### src/rtl/alu_op_issuer_pkg.sv
// Shared definitions for the ALU result-select initiator.
// Holds the opcode encodings, the legality check and the FSM states.
package alu_pkg;

  localparam logic [3:0] OP_SUMA = 4'b0000;
  localparam logic [3:0] OP_RESTA = 4'b0001;
  localparam logic [3:0] OP_DESP_IZQ = 4'b0010;
  localparam logic [3:0] OP_DESP_DER = 4'b0011;
  localparam logic [3:0] OP_AND = 4'b0100;
  localparam logic [3:0] OP_OR = 4'b0101;
  localparam logic [3:0] OP_NOT = 4'b0110;
  localparam logic [3:0] OP_XOR = 4'b0111;
  localparam logic [3:0] OP_NADA = 4'b1111;

  // Opcodes 1000..1110 have no ALU function behind them.
  function automatic logic is_legal(input logic [3:0] op);
    return (op[3] == 1'b0) || (op == OP_NADA);
  endfunction

  typedef enum logic [1:0] {
    ST_IDLE  = 2'd0,
    ST_ISSUE = 2'd1,
    ST_WAIT  = 2'd2,
    ST_RESP  = 2'd3
  } state_e;

endpackage

### src/rtl/alu_op_issuer_if.sv
// Instruction and result handshakes between the control unit and the issuer.
// The master side is the control unit; the slave side is the issuer.
interface alu_op_issuer_if #(
  parameter int N = 8
);
  logic         in_valid;
  logic         in_ready;
  logic [3:0]   in_opcode;
  logic [N-1:0] in_a;
  logic [N-1:0] in_b;
  logic         in_use_acc;
  logic         in_wr_acc;
  logic         out_valid;
  logic         out_ready;
  logic [N-1:0] out_result;
  logic         out_zero;
  logic         out_sign;
  logic         out_illegal;
  logic         out_echo_err;

  modport master (
    output in_valid, in_opcode, in_a, in_b, in_use_acc, in_wr_acc, out_ready,
    input  in_ready, out_valid, out_result, out_zero, out_sign, out_illegal, out_echo_err
  );

  modport slave (
    input  in_valid, in_opcode, in_a, in_b, in_use_acc, in_wr_acc, out_ready,
    output in_ready, out_valid, out_result, out_zero, out_sign, out_illegal, out_echo_err
  );
endinterface

### src/rtl/alu_op_issuer.sv
// Initiator for the ALU result-select path: registers one instruction,
// waits a fixed ALU latency, samples the selected result, and returns it
// with zero/sign/illegal/echo flags. Keeps an accumulator usable as operand A.
module alu_op_issuer
  import alu_pkg::*;
#(
  parameter int N       = 8,
  parameter int ALU_LAT = 1
) (
  input  logic          clk,
  input  logic          rst_n,
  alu_op_issuer_if.slave bus,
  output logic [N-1:0]  OperandoA,
  output logic [N-1:0]  OperandoB,
  output logic [3:0]    Operador,
  input  logic [N-1:0]  SalidaOp,
  input  logic [3:0]    OperadorSalida,
  output logic [N-1:0]  acc
);

  localparam logic [3:0] LAT_M1 = 4'(ALU_LAT - 1);

  state_e       state_q, state_d;
  logic [3:0]   cnt_q, cnt_d;
  logic [N-1:0] opa_q, opb_q, acc_q, result_q;
  logic [3:0]   opr_q;
  logic         wr_acc_q, illegal_q, zero_q, sign_q, echo_err_q;
  logic         accept, sample;

  // in_ready is forced low while reset is asserted even though the state is IDLE.
  assign bus.in_ready = (state_q == ST_IDLE) && rst_n;
  assign accept       = bus.in_valid && bus.in_ready;
  assign sample       = (state_q == ST_WAIT) && (cnt_q == 4'd0);

  // State and wait-counter registers.
  always_ff @(posedge clk or negedge rst_n) begin
    if (!rst_n) begin
      state_q <= ST_IDLE;
      cnt_q   <= 4'd0;
    end else begin
      state_q <= state_d;
      cnt_q   <= cnt_d;
    end
  end

  // Next state, wait counter and result-valid decode.
  always_comb begin
    state_d       = state_q;
    cnt_d         = cnt_q;
    bus.out_valid = 1'b0;
    case (state_q)
      ST_IDLE:  if (accept) state_d = ST_ISSUE;
      ST_ISSUE: begin
        cnt_d   = LAT_M1;
        state_d = ST_WAIT;
      end
      ST_WAIT: begin
        if (cnt_q == 4'd0) state_d = ST_RESP;
        else               cnt_d   = cnt_q - 4'd1;
      end
      ST_RESP: begin
        bus.out_valid = 1'b1;
        if (bus.out_ready) state_d = ST_IDLE;
      end
      default:  state_d = ST_IDLE;
    endcase
  end

  // Instruction capture at accept; result, flags and accumulator capture at sample.
  always_ff @(posedge clk or negedge rst_n) begin
    if (!rst_n) begin
      opa_q      <= '0;
      opb_q      <= '0;
      opr_q      <= OP_NADA;
      wr_acc_q   <= 1'b0;
      illegal_q  <= 1'b0;
      acc_q      <= '0;
      result_q   <= '0;
      zero_q     <= 1'b0;
      sign_q     <= 1'b0;
      echo_err_q <= 1'b0;
    end else begin
      if (accept) begin
        // acc_q here is the value before any update by this instruction.
        opa_q     <= bus.in_use_acc ? acc_q : bus.in_a;
        opb_q     <= bus.in_b;
        opr_q     <= is_legal(bus.in_opcode) ? bus.in_opcode : OP_NADA;
        wr_acc_q  <= bus.in_wr_acc;
        illegal_q <= !is_legal(bus.in_opcode);
      end
      if (sample) begin
        result_q   <= SalidaOp;
        zero_q     <= (SalidaOp == '0);
        sign_q     <= SalidaOp[N-1];
        echo_err_q <= (OperadorSalida != opr_q);
        if (wr_acc_q) acc_q <= SalidaOp;
      end
    end
  end

  assign OperandoA        = opa_q;
  assign OperandoB        = opb_q;
  assign Operador         = opr_q;
  assign acc              = acc_q;
  assign bus.out_result   = result_q;
  assign bus.out_zero     = zero_q;
  assign bus.out_sign     = sign_q;
  assign bus.out_illegal  = illegal_q;
  assign bus.out_echo_err = echo_err_q;

endmodule

### src/flat_wrapper.sv
// flat-port wrapper written by rule: the top's interface ports become plain ports
module alu_op_issuer_flat import alu_pkg::*;
#(
  parameter int N       = 8,
  parameter int ALU_LAT = 1
)
  (clk, rst_n, OperandoA, OperandoB, Operador, SalidaOp, OperadorSalida, acc, bus_in_valid, bus_in_opcode, bus_in_a, bus_in_b, bus_in_use_acc, bus_in_wr_acc, bus_out_ready, bus_in_ready, bus_out_valid, bus_out_result, bus_out_zero, bus_out_sign, bus_out_illegal, bus_out_echo_err);
  alu_op_issuer_if #(.N(N)) bus_i ();
  input  logic clk;
  input  logic rst_n;
  output logic [N-1:0] OperandoA;
  output logic [N-1:0] OperandoB;
  output logic [3:0] Operador;
  input  logic [N-1:0] SalidaOp;
  input  logic [3:0] OperadorSalida;
  output logic [N-1:0] acc;
  input wire logic [$bits(bus_i.in_valid)-1:0] bus_in_valid;
  input wire logic [$bits(bus_i.in_opcode)-1:0] bus_in_opcode;
  input wire logic [$bits(bus_i.in_a)-1:0] bus_in_a;
  input wire logic [$bits(bus_i.in_b)-1:0] bus_in_b;
  input wire logic [$bits(bus_i.in_use_acc)-1:0] bus_in_use_acc;
  input wire logic [$bits(bus_i.in_wr_acc)-1:0] bus_in_wr_acc;
  input wire logic [$bits(bus_i.out_ready)-1:0] bus_out_ready;
  output wire logic [$bits(bus_i.in_ready)-1:0] bus_in_ready;
  output wire logic [$bits(bus_i.out_valid)-1:0] bus_out_valid;
  output wire logic [$bits(bus_i.out_result)-1:0] bus_out_result;
  output wire logic [$bits(bus_i.out_zero)-1:0] bus_out_zero;
  output wire logic [$bits(bus_i.out_sign)-1:0] bus_out_sign;
  output wire logic [$bits(bus_i.out_illegal)-1:0] bus_out_illegal;
  output wire logic [$bits(bus_i.out_echo_err)-1:0] bus_out_echo_err;
  assign bus_i.in_valid = bus_in_valid;
  assign bus_i.in_opcode = bus_in_opcode;
  assign bus_i.in_a = bus_in_a;
  assign bus_i.in_b = bus_in_b;
  assign bus_i.in_use_acc = bus_in_use_acc;
  assign bus_i.in_wr_acc = bus_in_wr_acc;
  assign bus_i.out_ready = bus_out_ready;
  assign bus_in_ready = bus_i.in_ready;
  assign bus_out_valid = bus_i.out_valid;
  assign bus_out_result = bus_i.out_result;
  assign bus_out_zero = bus_i.out_zero;
  assign bus_out_sign = bus_i.out_sign;
  assign bus_out_illegal = bus_i.out_illegal;
  assign bus_out_echo_err = bus_i.out_echo_err;
  alu_op_issuer #(.N(N), .ALU_LAT(ALU_LAT)) u_core (.clk(clk), .rst_n(rst_n), .bus(bus_i), .OperandoA(OperandoA), .OperandoB(OperandoB), .Operador(Operador), .SalidaOp(SalidaOp), .OperadorSalida(OperadorSalida), .acc(acc));
endmodule
### config.mk
export PLATFORM = sky130hd
export DESIGN_NAME = alu_op_issuer_flat
export DESIGN_NICKNAME = d
export VERILOG_FILES = /design/src/rtl/alu_op_issuer_pkg.sv /design/src/rtl/alu_op_issuer_if.sv /design/src/rtl/alu_op_issuer.sv /design/src/flat_wrapper.sv
export SDC_FILE = /design/constraint.sdc
export NUM_CORES = 1
export LEC_CHECK = 0
export CAP_MARGIN = 20
export CORE_MARGIN = 1.5
export CORE_UTILIZATION = 48
export CTS_BUF_LIST = sky130_fd_sc_hd__clkbuf_8
export CTS_CLUSTER_SIZE = 20
export DETAILED_ROUTE_END_ITERATION = 8
export GPL_ROUTABILITY_DRIVEN = 0
export MAX_ROUTING_LAYER = met4
export PLACE_DENSITY = 0.95
export SYNTH_ARGS = -nofsm -noshare
export SYNTH_HDL_FRONTEND = slang
export SYNTH_SLANG_ARGS = --single-unit
### constraint.sdc
create_clock -name clk -period 3.73 [get_ports clk]
set_input_delay 0.746 -clock clk [delete_from_list [all_inputs] [get_ports clk]]
set_output_delay 0.746 -clock clk [all_outputs]
set_load 0.005 [all_outputs]
---- Yosys cells after proc, flatten, opt, wreduce, memory -nomap -nowiden ----
Index checks and enable logic that the tools add are counted.
cells by class
  add/subtract/negate cells ............... 1
  eq/ne operators ......................... 9
  muxes and demuxes ....................... 9
  bitwise logic cells ..................... 1
  reduce and logical (&&, ||, !) cells .... 12
operator list
  operator                                                count
  zero test 8 bit                                         1
  2-to-1 mux 4 bit                                        2
  2-to-1 mux 8 bit                                        1
  case mux 2 bit (4 select lines)                         1
  case mux 4 bit (2 select lines)                         1
  2-to-1 mux 2 bit                                        3
  inequality test 2 bit (second input constant)           3
  equality test 2 bit (second input constant)             2
  equality test 4 bit (second input constant)             1
  zero test 4 bit                                         1
  inequality test 4 bit                                   1
  AND reduction 2 bit                                     2
  subtractor 4 x 1 -> 4 bit (second input constant)       1
  logical AND 1 bit                                       3
  AND reduction 3 bit                                     1
  equality test 2 x 1 -> 1 bit (second input constant)    1
  zero test 2 bit                                         1
  inequality test 2 x 1 -> 1 bit (second input constant)  1
  nonzero test 2 bit                                      1
  zero test 1 bit                                         1
  logical OR 1 bit                                        1
  2-to-1 mux 1 bit                                        1
  inverter 1 bit                                          1
storage, ports and cells
  register bits ........................... 47
  input bits .............................. 38
  output and inout bits ................... 42
  word-level logic and storage cells ...... 44

---- Depth between registers and ports, before layout ----
  depth in word-level cells ............... 5
  gate-level depth with buffers ........... 8
  mapped depth without buffers ............ 5

---- Worst setup path after synthesis ----
No wires, ideal clock.
  path kind ............................... flip-flop to flip-flop
  start ................................... register u_core.cnt_q[0]
  end ..................................... register u_core.state_q[1]
  library setup time ...................... 0.127 ns
  arrival ................................. 1.719 ns
  data required time ...................... 3.603 ns
  path slack .............................. 1.883 ns
  cell stages (with the launch flop) ...... 6
  buffers on the path ..................... 0
  clock period less this slack ............ 1.847 ns
  cells stage by stage .................... dfrtp_1 -> inv_1 -> ha_1 -> or3b_1 -> a222oi_1 -> mux2_1
on the way
  longest elaborated chain between the ends .. 3
ends and longest elaborated chain
  item                                    RTL line             RTL
  start: declaration                      alu_op_issuer.sv:24  logic [3:0] cnt_q, cnt_d;
  start signal: assignment                alu_op_issuer.sv:42  cnt_q <= cnt_d;
  zero test 4 bit                         alu_op_issuer.sv:58  if (cnt_q == 4'd0) state_d = ST_RESP;
  inequality test 2 bit (no source line)  --
  AND reduction 3 bit (no source line)    --
  end signal: assignment                  alu_op_issuer.sv:41  state_q <= state_d;
  end: declaration                        alu_op_issuer.sv:23  state_e state_q, state_d;
Every way passes these cells.
A chain may end at the register's enable or synchronous reset.

---- Final worst setup path ----
  start ................................... register u_core.state_q[0]
  end ..................................... output port bus_in_ready
on the way
  longest elaborated chain between the ends .. 2
ends and longest elaborated chain
  item               RTL line             RTL
  zero test 2 bit    alu_op_issuer.sv:31  assign bus.in_ready = (state_q == ST_IDLE) && rst_n;
  logical AND 1 bit  alu_op_issuer.sv:31
  end: declaration   flat_wrapper.sv:24   output wire logic [$bits(bus_i.in_ready)-1:0] bus_in_ready;
Every way passes these cells.

==> impl_metrics.xml <==
<?xml version="1.0" encoding="UTF-8"?>
<metrics>
  <group name="worst_setup_path">
    <metric name="critical_path_peak_fanout" unit="">4</metric>
    <metric name="critical_path.startpoint_type" unit="">flip-flop</metric>
    <metric name="worst-endpoint-required" unit="ns">2.98</metric>
    <metric name="crit_chain" unit="">inv_1, ha_1, and2_1, clkdlybuf4s50_1</metric>
    <metric name="cpPeakStageDelay" unit="ns">0.50</metric>
    <metric name="timing.critical_path.buf_inv" unit="">2</metric>
    <metric name="cp-end-kind" unit="">output pin</metric>
    <metric name="critical-path-slowest-cell" unit="">sky130_fd_sc_hd__clkdlybuf4s50_1</metric>
    <metric name="timing.critical_path.max_delay_family" unit="">buffers and inverters</metric>
    <metric name="cp.arrival" unit="ns">1.74</metric>
    <metric name="setup.worst_path.class" unit="">reg2out</metric>
  </group>
  <group name="clock_tree">
    <metric name="cts.reportedPaths.clkPinSlew" unit="ns">0.08</metric>
    <metric name="ctsHtreeMaxLevel" unit="">2</metric>
    <metric name="clk_path_buf_depth" unit="">2</metric>
    <metric name="postCtsResizedCells" unit="">0</metric>
    <metric name="cts.root.buffer_cell" unit="">sky130_fd_sc_hd__clkbuf_8</metric>
    <metric name="cts_tree" unit="">done</metric>
    <metric name="cts_num_sinks" unit="">46</metric>
    <metric name="worst_skew_pair.late_latency" unit="ns">0.30</metric>
    <metric name="hold_buffers" unit="">0</metric>
    <metric name="cts_setup_buffers" unit="">0</metric>
    <metric name="numCtsBuffers" unit="">5</metric>
  </group>
  <group name="layout">
    <metric name="layout.nets" unit="">289</metric>
    <metric name="final_core_area_utilization" unit="">0.731</metric>
    <metric name="multi_input_comb_area" unit="um^2">810</metric>
    <metric name="syn2layout_area_growth" unit="%">45.0</metric>
    <metric name="register_area" unit="um^2">1160</metric>
    <metric name="num_antenna_cells" unit="">0</metric>
    <metric name="drive_above_1_share" unit="">0.175</metric>
    <metric name="filler_cell_count" unit="">288</metric>
  </group>
  <group name="die">
    <metric name="std_cell_rows" unit="">23</metric>
    <metric name="io_pins" unit="">80</metric>
    <metric name="chipWidth" unit="um">68.1</metric>
    <metric name="initial_utilization" unit="">0.504</metric>
    <metric name="dieHeight" unit="um">68.1</metric>
    <metric name="dieArea" unit="um^2">4630</metric>
    <metric name="design.core.area" unit="um^2">4030</metric>
  </group>
  <group name="power_and_ir_drop">
    <metric name="ir_drop" unit="V">0.000387</metric>
    <metric name="cellLeakagePower" unit="nW">1.29</metric>
    <metric name="p_per_area" unit="nW/um^2">733</metric>
    <metric name="report.power.total" unit="mW">2.16</metric>
  </group>
  <group name="routing">
    <metric name="first_iter_violations" unit="">101</metric>
    <metric name="avgRoutedWirePerCell" unit="um">14.8</metric>
    <metric name="drcViolationCount" unit="">0</metric>
    <metric name="vias_per_cell" unit="">5.20</metric>
    <metric name="detailroute.via_count" unit="">1538</metric>
    <metric name="firstDrtPassIters" unit="">4</metric>
    <metric name="ant_nets" unit="">0</metric>
    <metric name="routed_wl" unit="mm">4.38</metric>
  </group>
  <group name="logic_synthesis">
    <metric name="synth_fp_nets" unit="">209</metric>
    <metric name="yosys.area_share.xor_xnor" unit="">0.0172</metric>
    <metric name="ys_types" unit="">26</metric>
    <metric name="synth.yosys.seq_area_share" unit="">0.569</metric>
    <metric name="main_combinational_cell_family_by_area_after_synthesis" unit="">multiplexers</metric>
    <metric name="yosys.area_share.adder" unit="">0.0369</metric>
    <metric name="synth_commonest_cells" unit="">42 x sky130_fd_sc_hd__dfrtp_1, 26 x sky130_fd_sc_hd__mux2_2, 18 x sky130_fd_sc_hd__o21ai_0</metric>
    <metric name="synthArstFlopShare" unit="">1.00</metric>
    <metric name="synth.ff_latch_count" unit="">46</metric>
    <metric name="synth-compound-area-share" unit="">0.0517</metric>
    <metric name="ys_dominant_reg_cell" unit="">sky130_fd_sc_hd__dfrtp_1</metric>
    <metric name="syn_avg_cell_area" unit="um^2">12.3</metric>
    <metric name="yosys-mux-area-fraction" unit="">0.204</metric>
    <metric name="synth_simple_gate_area_frac" unit="">0.0887</metric>
    <metric name="post_synth_main_area_contributors" unit="">sky130_fd_sc_hd__dfrtp_1 52%, sky130_fd_sc_hd__mux2_2 14%, sky130_fd_sc_hd__mux2i_1 5.4%</metric>
    <metric name="synth_warnings" unit="">0</metric>
    <metric name="most_frequent_cell_after_synthesis" unit="">sky130_fd_sc_hd__dfrtp_1</metric>
    <metric name="mappedNetlistArea" unit="um^2">2030</metric>
    <metric name="synthDominantCellAreaShare" unit="">0.517</metric>
    <metric name="synth_largest_area_cell" unit="">sky130_fd_sc_hd__dfrtp_1</metric>
    <metric name="synth_cells" unit="">165</metric>
    <metric name="synth_edf_count" unit="">0</metric>
  </group>
  <group name="sta">
    <metric name="tightestPinTransition" unit="ns">0.593</metric>
    <metric name="rsz0062_at_grt" unit="">no</metric>
    <metric name="final_period_minus_worst_setup_slack" unit="ns">2.49</metric>
    <metric name="max_freq" unit="MHz">402</metric>
    <metric name="setup_tns" unit="ns">0</metric>
    <metric name="final_skew" unit="ns">0.00416</metric>
    <metric name="timing.hold.ws" unit="ns">0.488</metric>
    <metric name="report.final.hold_viol_count" unit="">0</metric>
    <metric name="finalMaxSlewViolations" unit="">0</metric>
    <metric name="max_slew_margin" unit="">0.605</metric>
    <metric name="finalCritPeriodShare" unit="">0.667</metric>
    <metric name="setup_viol" unit="">0</metric>
    <metric name="finalWorstSetupSlack" unit="ns">1.24</metric>
  </group>
  <group name="placed_design">
    <metric name="port-buffer-count" unit="">79</metric>
    <metric name="post-place-ws" unit="ns">1.39</metric>
    <metric name="dpl.hpwl" unit="mm">3.26</metric>
  </group>
  <group name="grt">
    <metric name="grt_overflow" unit="">0</metric>
    <metric name="antenna_found_initial" unit="">0</metric>
    <metric name="grt_max_degree" unit="">49</metric>
    <metric name="global_route.usage.total" unit="">0.210</metric>
    <metric name="global_route_wire_length_before_repair" unit="mm">6.80</metric>
    <metric name="number_of_global_route_vias_before_repair" unit="">1501</metric>
  </group>
  <group name="job">
    <metric name="maxCapViolations" unit="">0</metric>
  </group>
  <group name="min_path">
    <metric name="path_category_of_the_worst_min_delay_check" unit="">reg2reg</metric>
  </group>
  <group name="status">
    <metric name="run_status" unit="">completed</metric>
  </group>
</metrics>
[worst paths after layout]
check	start	end	slack, ns	cells after the start
worst max-delay path	u_core.state_q[0]	bus_in_ready	1.24	4
worst min-delay path	u_core.OperandoA[0]	u_core.OperandoA[0]	0.49	2
worst max register to register	u_core.state_q[0]	u_core.acc[3]	1.54	5
worst min register to register	u_core.OperandoA[0]	u_core.OperandoA[0]	0.49	2
max in group asynchronous	rst_n	u_core.OperandoA[7]	2.79	2
min in group asynchronous	rst_n	u_core.bus.out_result[7]	0.53	2
[through the flow]
stage | area, um^2 | instances
finish | 2950 | 296
floorplan | 2030 | 165
global route | 2950 | 296
CTS | 2950 | 296
detailed placement | 2850 | 288
global placement | 2850 | 288
[final cells by class]
type	count	area share
clock buffer	6	0.0280
clock inverter	2	0.00425
inverter	6	0.00764
multi-input combinational	105	0.275
sequential	46	0.392
tap	50	0.0212
timing repair buffer	81	0.272
[power breakdown]
group	internal, mW	total [mW]	switching [mW]
logic	0.632	0.959	0.326
registers	0.739	0.887	0.148
clock network	0.149	0.313	0.164
[layout by cell type, fill, tap and decap left out]
cell / n
sky130_fd_sc_hd__clkinvlp_4: 1
sky130_fd_sc_hd__dfrtp_1: 42
sky130_fd_sc_hd__dfstp_2: 4
sky130_fd_sc_hd__nand2b_1: 1
sky130_fd_sc_hd__and2_1: 1
sky130_fd_sc_hd__clkbuf_8: 6
sky130_fd_sc_hd__ha_1: 6
sky130_fd_sc_hd__xor2_1: 4
sky130_fd_sc_hd__nor4_1: 3
sky130_fd_sc_hd__o21ai_0: 18
sky130_fd_sc_hd__and2b_2: 1
sky130_fd_sc_hd__buf_2: 1
sky130_fd_sc_hd__nand4b_1: 1
sky130_fd_sc_hd__inv_1: 6
sky130_fd_sc_hd__or3b_1: 1
sky130_fd_sc_hd__buf_4: 2
sky130_fd_sc_hd__nand3_1: 3
sky130_fd_sc_hd__clkdlybuf4s50_1: 78
sky130_fd_sc_hd__mux2_1: 1
sky130_fd_sc_hd__nor3_1: 1
sky130_fd_sc_hd__mux2i_1: 11
sky130_fd_sc_hd__nand2_1: 17
sky130_fd_sc_hd__mux2_2: 26
sky130_fd_sc_hd__a222oi_1: 1
sky130_fd_sc_hd__and4bb_2: 1
sky130_fd_sc_hd__a21oi_1: 1
sky130_fd_sc_hd__clkinv_2: 1
sky130_fd_sc_hd__nor2_1: 7
[cells by family after synthesis]
group,count (synthesis)
fa+ha+maj,6
xor+xnor,4
flops,46
buf+inv,14
mux,38
simple gates,37
compound gates,20
[worst register-to-register path: cells and delay by family, from the launching register on]
kind | cells | cell delay (ns)
buffers and inverters | 1 | 0.15
multiplexers | 1 | 0.34
flip-flops | 1 | 0.43
AND/OR/NAND/NOR | 2 | 0.82
adder cells (fa/ha/maj) | 1 | 0.35
[per-layer routing]
metal	GRT usage	share of wire
met2	0.324	0.48
met3	0.0740	0.091
met5	-	0
met4	0.0850	0.021
met1	0.252	0.41
[registers in the layout, summed over array words and instances, names as in the netlist]
signal and flops:
u_core.OperandoA 8, u_core.OperandoB 8, u_core.acc 8, u_core.bus.out_result 8
u_core.Operador 4, u_core.cnt_q 4, u_core.state_q 2, u_core.bus.out_echo_err 1
u_core.bus.out_illegal 1, u_core.bus.out_zero 1, u_core.wr_acc_q 1
Power figures use the tool's default switching activity.
